==> src/rtl/xor_lane_pkg.sv <==
// Shared types and default geometry for the XOR lane packer.
// Contents: LANES/W defaults, lane/frame typedefs, packer state encoding.
package xor_lane_pkg;

    localparam int unsigned LANES = 4;
    localparam int unsigned W     = 2;

    typedef logic [W-1:0] lane_t;
    typedef lane_t frame_t [0:LANES-1];

    typedef enum logic {
        FILL = 1'b0,
        HOLD = 1'b1
    } pack_state_t;

endpackage

==> src/rtl/xor_lane_counter.sv <==
// Lane index counter for the packer: increments per accepted element,
// clears on frame close, and flags the last lane of a frame.
// Ports:
//   clk, rst_n  clock, async active-low reset
//   inc_i       advance to next lane
//   clr_i       return to lane 0 (wins over inc_i)
//   idx_o       current lane index
//   term_o      registered flag, idx_o == LANES-1
module xor_lane_counter #(
    parameter int unsigned LANES = 4,
    parameter int unsigned IDX_W = 2
) (
    input  logic             clk,
    input  logic             rst_n,
    input  logic             inc_i,
    input  logic             clr_i,
    output logic [IDX_W-1:0] idx_o,
    output logic             term_o
);

    logic [IDX_W-1:0] idx_q;
    logic [IDX_W-1:0] idx_d;
    logic             term_q;

    // Next index
    always_comb begin
        idx_d = idx_q;
        if (clr_i) begin
            idx_d = '0;
        end else if (inc_i) begin
            idx_d = idx_q + IDX_W'(1);
        end
    end

    // Terminal flag is registered from the next index so it lines up with idx_q
    always_ff @(posedge clk or negedge rst_n) begin
        if (!rst_n) begin
            idx_q  <= '0;
            term_q <= 1'b0;
        end else begin
            idx_q  <= idx_d;
            term_q <= (idx_d == IDX_W'(LANES - 1));
        end
    end

    assign idx_o  = idx_q;
    assign term_o = term_q;

endmodule

==> src/rtl/xor_lane_packer.sv <==
// Upstream feeder for the XOR lane stage. Collects LANES W-bit elements
// into a frame (lane 0 first) and presents it on a registered output slot.
// A second frame may close while the slot is occupied; it waits in the
// assembly register (HOLD) so the stream sustains one element per cycle.
// Short frames (closed by in_last early) are zero-padded and flagged.
// Ports:
//   clk, rst_n            clock, async active-low reset
//   in_valid/in_ready     element handshake (in_ready decodes the state register)
//   in_data, in_last      element and frame-close marker
//   out_valid/out_ready   frame handshake
//   out_data, out_short   held frame and short-frame flag
//   out_parity            even parity of the frame (XOR_LANE_PACKER_PARITY_EN only)
// Configuration macro: XOR_LANE_PACKER_PARITY_EN
module xor_lane_packer #(
    parameter int unsigned LANES = xor_lane_pkg::LANES,
    parameter int unsigned W     = xor_lane_pkg::W
) (
    input  logic         clk,
    input  logic         rst_n,
    input  logic         in_valid,
    output logic         in_ready,
    input  logic [W-1:0] in_data,
    input  logic         in_last,
    output logic         out_valid,
    input  logic         out_ready,
    output logic [W-1:0] out_data [0:LANES-1],
    output logic         out_short
`ifdef XOR_LANE_PACKER_PARITY_EN
    ,
    output logic         out_parity
`endif
);

    import xor_lane_pkg::*;

    localparam int unsigned IDX_W = (LANES > 1) ? $clog2(LANES) : 1;

    pack_state_t      state_q;
    pack_state_t      state_d;
    logic [W-1:0]     asm_q      [0:LANES-1];
    logic [W-1:0]     asm_d      [0:LANES-1];
    logic [W-1:0]     frame_c    [0:LANES-1];
    logic [W-1:0]     out_data_q [0:LANES-1];
    logic [W-1:0]     out_data_d [0:LANES-1];
    logic             out_valid_q;
    logic             out_valid_d;
    logic             out_short_q;
    logic             out_short_d;
    logic             hold_short_q;
    logic             hold_short_d;

    logic [IDX_W-1:0] idx;
    logic             idx_term;
    logic             accept;
    logic             close;
    logic             short_c;
    logic             slot_free;
    logic             cnt_inc;
    logic             cnt_clr;

`ifdef XOR_LANE_PACKER_PARITY_EN
    logic             out_parity_q;
    logic             out_parity_d;
    logic             frame_par_c;
    logic             asm_par_c;
`endif

    xor_lane_counter #(
        .LANES (LANES),
        .IDX_W (IDX_W)
    ) u_counter (
        .clk    (clk),
        .rst_n  (rst_n),
        .inc_i  (cnt_inc),
        .clr_i  (cnt_clr),
        .idx_o  (idx),
        .term_o (idx_term)
    );

    assign in_ready  = (state_q == FILL);
    assign accept    = in_valid & in_ready;
    assign close     = accept & (in_last | idx_term);
    assign short_c   = in_last & ~idx_term;
    assign slot_free = ~out_valid_q | out_ready;

    // Closing frame: earlier lanes from assembly, new element at idx, rest zero
    always_comb begin
        for (int i = 0; i < int'(LANES); i++) begin
            if (IDX_W'(i) < idx) begin
                frame_c[i] = asm_q[i];
            end else if (IDX_W'(i) == idx) begin
                frame_c[i] = in_data;
            end else begin
                frame_c[i] = '0;
            end
        end
    end

`ifdef XOR_LANE_PACKER_PARITY_EN
    // Parity of the frame leaving directly and of the frame waiting in HOLD
    always_comb begin
        frame_par_c = 1'b0;
        asm_par_c   = 1'b0;
        for (int i = 0; i < int'(LANES); i++) begin
            frame_par_c = frame_par_c ^ (^frame_c[i]);
            asm_par_c   = asm_par_c ^ (^asm_q[i]);
        end
    end
`endif

    // Next-state and datapath control
    always_comb begin
        state_d      = state_q;
        asm_d        = asm_q;
        out_data_d   = out_data_q;
        out_valid_d  = out_valid_q;
        out_short_d  = out_short_q;
        hold_short_d = hold_short_q;
        cnt_inc      = 1'b0;
        cnt_clr      = 1'b0;
`ifdef XOR_LANE_PACKER_PARITY_EN
        out_parity_d = out_parity_q;
`endif
        case (state_q)
            FILL: begin
                if (close) begin
                    cnt_clr = 1'b1;
                    if (slot_free) begin
                        out_data_d  = frame_c;
                        out_short_d = short_c;
                        out_valid_d = 1'b1;
`ifdef XOR_LANE_PACKER_PARITY_EN
                        out_parity_d = frame_par_c;
`endif
                        for (int i = 0; i < int'(LANES); i++) begin
                            asm_d[i] = '0;
                        end
                    end else begin
                        // Output slot busy: park the finished frame and stall input
                        asm_d        = frame_c;
                        hold_short_d = short_c;
                        state_d      = HOLD;
                    end
                end else begin
                    if (accept) begin
                        cnt_inc    = 1'b1;
                        asm_d[idx] = in_data;
                    end
                    if (out_valid_q && out_ready) begin
                        out_valid_d = 1'b0;
                    end
                end
            end
            HOLD: begin
                if (out_ready) begin
                    out_data_d  = asm_q;
                    out_short_d = hold_short_q;
                    out_valid_d = 1'b1;
`ifdef XOR_LANE_PACKER_PARITY_EN
                    out_parity_d = asm_par_c;
`endif
                    for (int i = 0; i < int'(LANES); i++) begin
                        asm_d[i] = '0;
                    end
                    state_d = FILL;
                end
            end
            default: begin
                state_d = FILL;
            end
        endcase
    end

    // State, assembly and output registers
    always_ff @(posedge clk or negedge rst_n) begin
        if (!rst_n) begin
            state_q      <= FILL;
            out_valid_q  <= 1'b0;
            out_short_q  <= 1'b0;
            hold_short_q <= 1'b0;
            for (int i = 0; i < int'(LANES); i++) begin
                asm_q[i]      <= '0;
                out_data_q[i] <= '0;
            end
`ifdef XOR_LANE_PACKER_PARITY_EN
            out_parity_q <= 1'b0;
`endif
        end else begin
            state_q      <= state_d;
            out_valid_q  <= out_valid_d;
            out_short_q  <= out_short_d;
            hold_short_q <= hold_short_d;
            for (int i = 0; i < int'(LANES); i++) begin
                asm_q[i]      <= asm_d[i];
                out_data_q[i] <= out_data_d[i];
            end
`ifdef XOR_LANE_PACKER_PARITY_EN
            out_parity_q <= out_parity_d;
`endif
        end
    end

    assign out_valid = out_valid_q;
    assign out_short = out_short_q;
    assign out_data  = out_data_q;
`ifdef XOR_LANE_PACKER_PARITY_EN
    assign out_parity = out_parity_q;
`endif

endmodule

==> config.mk <==
export PLATFORM = sky130hd
export DESIGN_NAME = xor_lane_packer
export DESIGN_NICKNAME = d
export VERILOG_FILES = /design/src/rtl/xor_lane_pkg.sv /design/src/rtl/xor_lane_counter.sv /design/src/rtl/xor_lane_packer.sv
export SDC_FILE = /design/constraint.sdc
export NUM_CORES = 1
export LEC_CHECK = 0
export ABC_AREA = 1
export CORE_MARGIN = 4
export CORE_UTILIZATION = 45
export DETAILED_ROUTE_END_ITERATION = 10
export PLACE_DENSITY = 0.77
export SYNTH_ARGS = -nofsm -noshare
export SYNTH_HDL_FRONTEND = slang
export SYNTH_SLANG_ARGS = --single-unit
==> constraint.sdc <==
create_clock -name clk -period 2.1 [get_ports clk]
set_input_delay 0.525 -clock clk [delete_from_list [all_inputs] [get_ports clk]]
set_output_delay 0.525 -clock clk [all_outputs]
set_load 0.005 [all_outputs]
Yosys cells after proc, flatten, opt, wreduce, memory -nomap -nowiden
Index checks and enable logic that the tools add are counted.
{ "word_totals": {"inputBits": 7, "wordCells": 88, "ff_bits": 23, "out_inout_bits": 11} }
{ "classes": {"magnitude_cmp": 6, "n_reduce_logical": 7, "bitwise_logic": 10, "mux": 40, "eq_ne": 10, "addsub": 1} }
{ "ops": {"columns": ["op", "count"], "rows": [
  ["two-way mux 8 bit", 7],
  ["one-hot mux 8 bit (2 select lines)", 2],
  ["two-way mux 2 bit", 11],
  ["two-way mux 1 bit", 15],
  ["AND reduction 3 bit", 3],
  ["bitwise mux 8 bit", 1],
  ["inequality test 3 x 1 -> 1 bit, second input constant", 2],
  ["one-hot mux 1 bit (2 select lines)", 3],
  ["demux 2 bit (select 2 bit)", 1],
  ["equality test 2 bit, first input constant", 2],
  ["less-than comparator 1 x 2 -> 1 bit, first input constant", 2],
  ["less-than comparator 2 bit, first input constant", 2],
  ["inequality test 2 x 1 -> 1 bit, second input constant", 2],
  ["NOT 1 bit", 4],
  ["bitwise AND 1 bit", 3],
  ["greater-or-equal comparator 3 bit, second input constant", 1],
  ["less-than comparator 3 x 1 -> 1 bit, second input constant", 1],
  ["inequality test 3 x 2 -> 1 bit, second input constant", 1],
  ["NOT 2 -> 3 bit", 1],
  ["adder 2 x 1 -> 2 bit, second input constant", 1],
  ["equality test 1 x 2 -> 1 bit, first input constant", 1],
  ["equality test 2 bit, second input constant", 1],
  ["logical AND 1 bit", 2],
  ["logical NOT 2 bit", 1],
  ["other kinds (3)", 4]
]} }

Logic depth before layout (Yosys ltp)
{ "depth": {"depth_word": 9, "mapped_depth": 9, "mapped_depth_nobuf": 9} }

Hierarchy
Synthesis repeated with hierarchy kept, for this count alone.
{ "unflattened": {"cells_unflattened": 174, "hier_area_um2": 1229.9} }
{ "by_module_without_submodules": {"columns": ["module", "seq_area_each_um2", "n_inst", "cells_each", "area_per_inst_um2"], "rows": [
  ["xor_lane_packer", 500.5, 1, 160, 1103.6],
  ["xor_lane_counter", 75.1, 1, 14, 126.4]
]} }

Worst setup path after synthesis
Ideal clock, no wire load.
{ "synth_path": {"path_type": "register to register", "start": "register u_counter.idx_q[1], in the netlist u_counter.idx_o[1]", "end": "register asm_q[6] (netlist bit)", "setup_ps": 117, "path_slack_ps": 833, "stages_incl_launch_ff": 10, "arrival_time_ps": 1150, "cell_sequence": "dfrtp_1 -> inv_1 -> ha_1 -> inv_1 -> nand2_1 -> nand2_1 -> nand3_1 -> nand2_1 -> nand2_1 -> nand2_1"} }
{ "synth_between": {"elab_chain_cells": 9} }
{ "synth_rtl": {"columns": ["element", "line_no", "rtl"], "rows": [
  ["start: declaration", "xor_lane_counter.sv:21", "logic [IDX_W-1:0] idx_q;"],
  ["start signal: assignment", "xor_lane_counter.sv:41", "idx_q <= idx_d;"],
  ["NOT 2 -> 3 bit (implied by the code)", "xor_lane_packer.sv:147", "asm_d[idx] = in_data;"],
  ["greater-or-equal comparator 3 bit (implied by the code) / less-than comparator 3 x 1 -> 1 bit (equally long branches)", "xor_lane_packer.sv:147", null],
  ["logical AND 1 bit (implied by the code)", "xor_lane_packer.sv:147", null],
  ["two-way mux 2 bit (implied by the code)", "xor_lane_packer.sv:147", null],
  ["demux 2 bit (select 2 bit)", "xor_lane_packer.sv:147", null],
  ["bitwise mux 8 bit", "xor_lane_packer.sv:147", null],
  ["two-way mux 8 bit", "xor_lane_packer.sv:145", "if (accept) begin"],
  ["two-way mux 8 bit *", "xor_lane_packer.sv:126", "if (close) begin"],
  ["one-hot mux 8 bit (2 select lines) *", "xor_lane_packer.sv:124", "case (state_q)"],
  ["end signal: indexed assignment", "xor_lane_packer.sv:194", "asm_q[i] <= asm_d[i];"],
  ["end: declaration", "xor_lane_packer.sv:40", "logic [W-1:0] asm_q [0:LANES-1];"]
]} }
Mark *: on every way between the ends. The rest lies on a longest branch, timed or not. The select of a mux whose other input is x is not followed.
A chain may end at the register's enable or synchronous reset.

Worst setup path in the final report
{ "layout_path": {"start": "register state_q", "end": "output port in_ready"} }
{ "layout_between": {"elab_chain_cells": 1} }
{ "layout_rtl": {"columns": ["element", "line_no", "rtl"], "rows": [
  ["start: declaration", "xor_lane_packer.sv:38", "pack_state_t state_q;"],
  ["start signal: assignment", "xor_lane_packer.sv:189", "state_q <= state_d;"],
  ["NOT 1 bit (no line)", null, null],
  ["end: declaration", "xor_lane_packer.sv:21", "output logic in_ready,"]
]} }
No other way between the ends.

==> metrics <==
io pins=18; power per cell area=around 1100 mW/mm²; Final Routed Wirelength=2.97 mm; Root Buffer Master=clkbuf_4; Slew headroom=76.3%; layout cells sized above 1=about a tenth; Total GRT Usage=around 16%; Fin Hold WS=~0.49 ns; largest net degree at the start of global routing=24; Final Hold Fails=0; Synth Net Count=approximately 200; total power=0.00176 W; CORE AREA=around 0.0029 mm²; GRT met2 Usage=between 20% and 30%; initial antenna violation count=0; Synth Instances=approximately 190; Post-synth EDFFs=0; Iteration-0 DRC Markers=93; CP max FO=2; Area after DPL=approximately 0.0016 mm²; wire length per cell=approximately 12 µm; share of the yosys chip area belonging to registers=around two fifths; mapped cell area=around 0.0014 mm²; fin. max-slew vios=0; Placed Cells=252; design area=roughly 0.0016 mm²; Die Ht=63.8 µm; CTS resizes=0; min-delay src=out_data[1]; post-synthesis mux area share=less than 1%; CTS tree=done; simple-gate share of the synthesized area=between 30% and 40%; Initial Utilization=48.8%; post-layout minimum cycle time=1.81 ns; Clock Sinks=23; Slew @ Worst Pin=0.352 ns; die area=0.00407 mm²; Main synth FF type=dfrtp_1; ant diodes=0; async set-reset flop share out of synthesis=100%; PortBufs=17; Worst-Skew Late Latency=around 0.32 ns; Synth Area in Adders=approximately 4.5%; register bit total from synthesis=23; Layout Nets=227; post-synthesis cell type count=19; Leak Pwr=about 0.91 nW; Worst Hold Depth=2; worst reg2reg path depth=5; setup tns final=0 ns; Initial DRT Pass Iterations=4; Routed Antenna Nets=0; reg-to-reg startpoint=u_counter.idx_o[1]; GPL Wtd Cong=a little under 0.9; crit path kind=flip-flop to output port; worst min path class=flip-flop to flip-flop; most frequent cells in the layout=nand2_1 (88), dfrtp_1 (23), nand3_1 (22), inv_1 (19), clkdlybuf4s50_1 (17); GRT met1 Usage=a little under a quarter; grt total ovfl=0; commonest non-fill, non-tap cell in the layout=nand2_1; met3 usage=~3.2%; via count=1,244; count of final setup violators=0; Post-CTS Repair Setup Buffers=0; Most Used Layer, Global Route=met2; worst reg2reg path endpoint=out_data[7]; Worst Path Required=1.57 ns; Max H-tree Level=1; worst clock skew=approximately 0.0041 ns; Num CTS Buffers=3; first-pass GRT wire length=around 5.2 mm; Area Overhead vs Synth=16.7%; Post-Synth XOR/XNOR Area=0%; Worst-path clk slew=approximately 0.13 ns; Synth Area in Compound Gates=under 10%; main combinational cell family by area after synthesis=simple AND/OR/NAND/NOR gates; RSZ-0062 raised after global routing=no; arrival time worst endpoint=around 1.3 ns; Hold Path End=out_data[1]; HPWL after DPL=approximately 2.2 mm; status=complete, no violations; Die X=63.8 µm; vias in the first global route=around 1,200; vias per inst=around 5; syn_area_per_cell=7.23 µm²; Yosys warning total=0; Layout Cells excl Fill=256; Max Cap Viol=0; Rows=19; period utilization=between 80% and 90%; CTS Buffer Depth=2; Critical Path Sink Type=output port; CTS Hold Bufs=0; worst reg-to-reg setup slack=0.53 ns; CP startpoint kind=flip-flop; Max IR drop VDD=between 0.0006 and 0.0007 V; Fmax=about 550 MHz; DRC Markers=0
==> worst max-delay path, stage by stage (launching register included) <==
cell and delay [ns]:
dfrtp_1 0.42, inv_2 0.06, clkdlybuf4s50_1 0.49
==> cells by family after synthesis <==
kind of cell | after synthesis
DFF | 23
and+or+nand+nor | 125
AOI/OAI and AO/OA | 15
adders and majority gates | 5
muxes | 1
buffers and inverters | 25
==> metrics by stage <==
step                      worst slack [ns]  util, %
final                                0.292     56.9
after global routing                 0.219     56.9
after CTS                            0.267     56.9
after detailed placement            0.0692     55.9
after global placement               0.133     55.9
after floorplan                      0.833        -
==> per-layer routing <==
metal | share of wire, % | vias to the layer above
met3 | 5.7 | 4
li1 | - | 645
met4 | 1.1 | 0
met1 | 48 | 560
met5 | 0 | -
met2 | 45 | 35
==> how the worst max path moves through the flow <==
stage | start | endpoint | cells after the start
after global placement | in_valid | out_data[3] | 9
after CTS | state_q | in_ready | 2
after detailed placement | in_valid | out_data[5] | 9
final | state_q | in_ready | 2
after global routing | state_q | in_ready | 2
after floorplan | state_q | in_ready | 2
==> report_power, final <==
group	switching [W]	total, W	internal (W)
Sequential	0.000107	0.000698	0.000591
Clock	0.000137	0.000209	0.0000714
Combinational	0.000495	0.000849	0.000354
Total	0.000739	0.00176	0.00102
==> flip-flops by register name, summed over array words and instances, names as in the netlist <==
name,cells
asm_q,8
out_data,8
u_counter.idx_o,2
hold_short_q,1
out_short,1
out_valid,1
state_q,1
u_counter.term_o,1
==> Yosys cell counts, types with 3 or more instances <==
cell type / instances / area, µm²
nand3_1: 22 / 110
dfrtp_1: 23 / 576
buf_6: 3 / 33.8
nand2_2: 3 / 18.8
nor2_1: 6 / 22.5
inv_1: 19 / 71.3
o21ai_2: 3 / 26.3
a31oi_1: 3 / 18.8
nand2_1: 88 / 330
o21ai_0: 5 / 25.0
nand2_4: 3 / 33.8
ha_1: 5 / 62.6
==> layout make-up <==
class,count,area (µm²)
fillers,262,1240
well taps,42,52.6
flip-flops and latches,23,576
clock inverters,1,5.00
clock buffers,3,22.5
inverters,21,78.8
repair buffers,20,193
multi-input cells,146,709
Note: power is estimated with default switching activity, not from simulation.
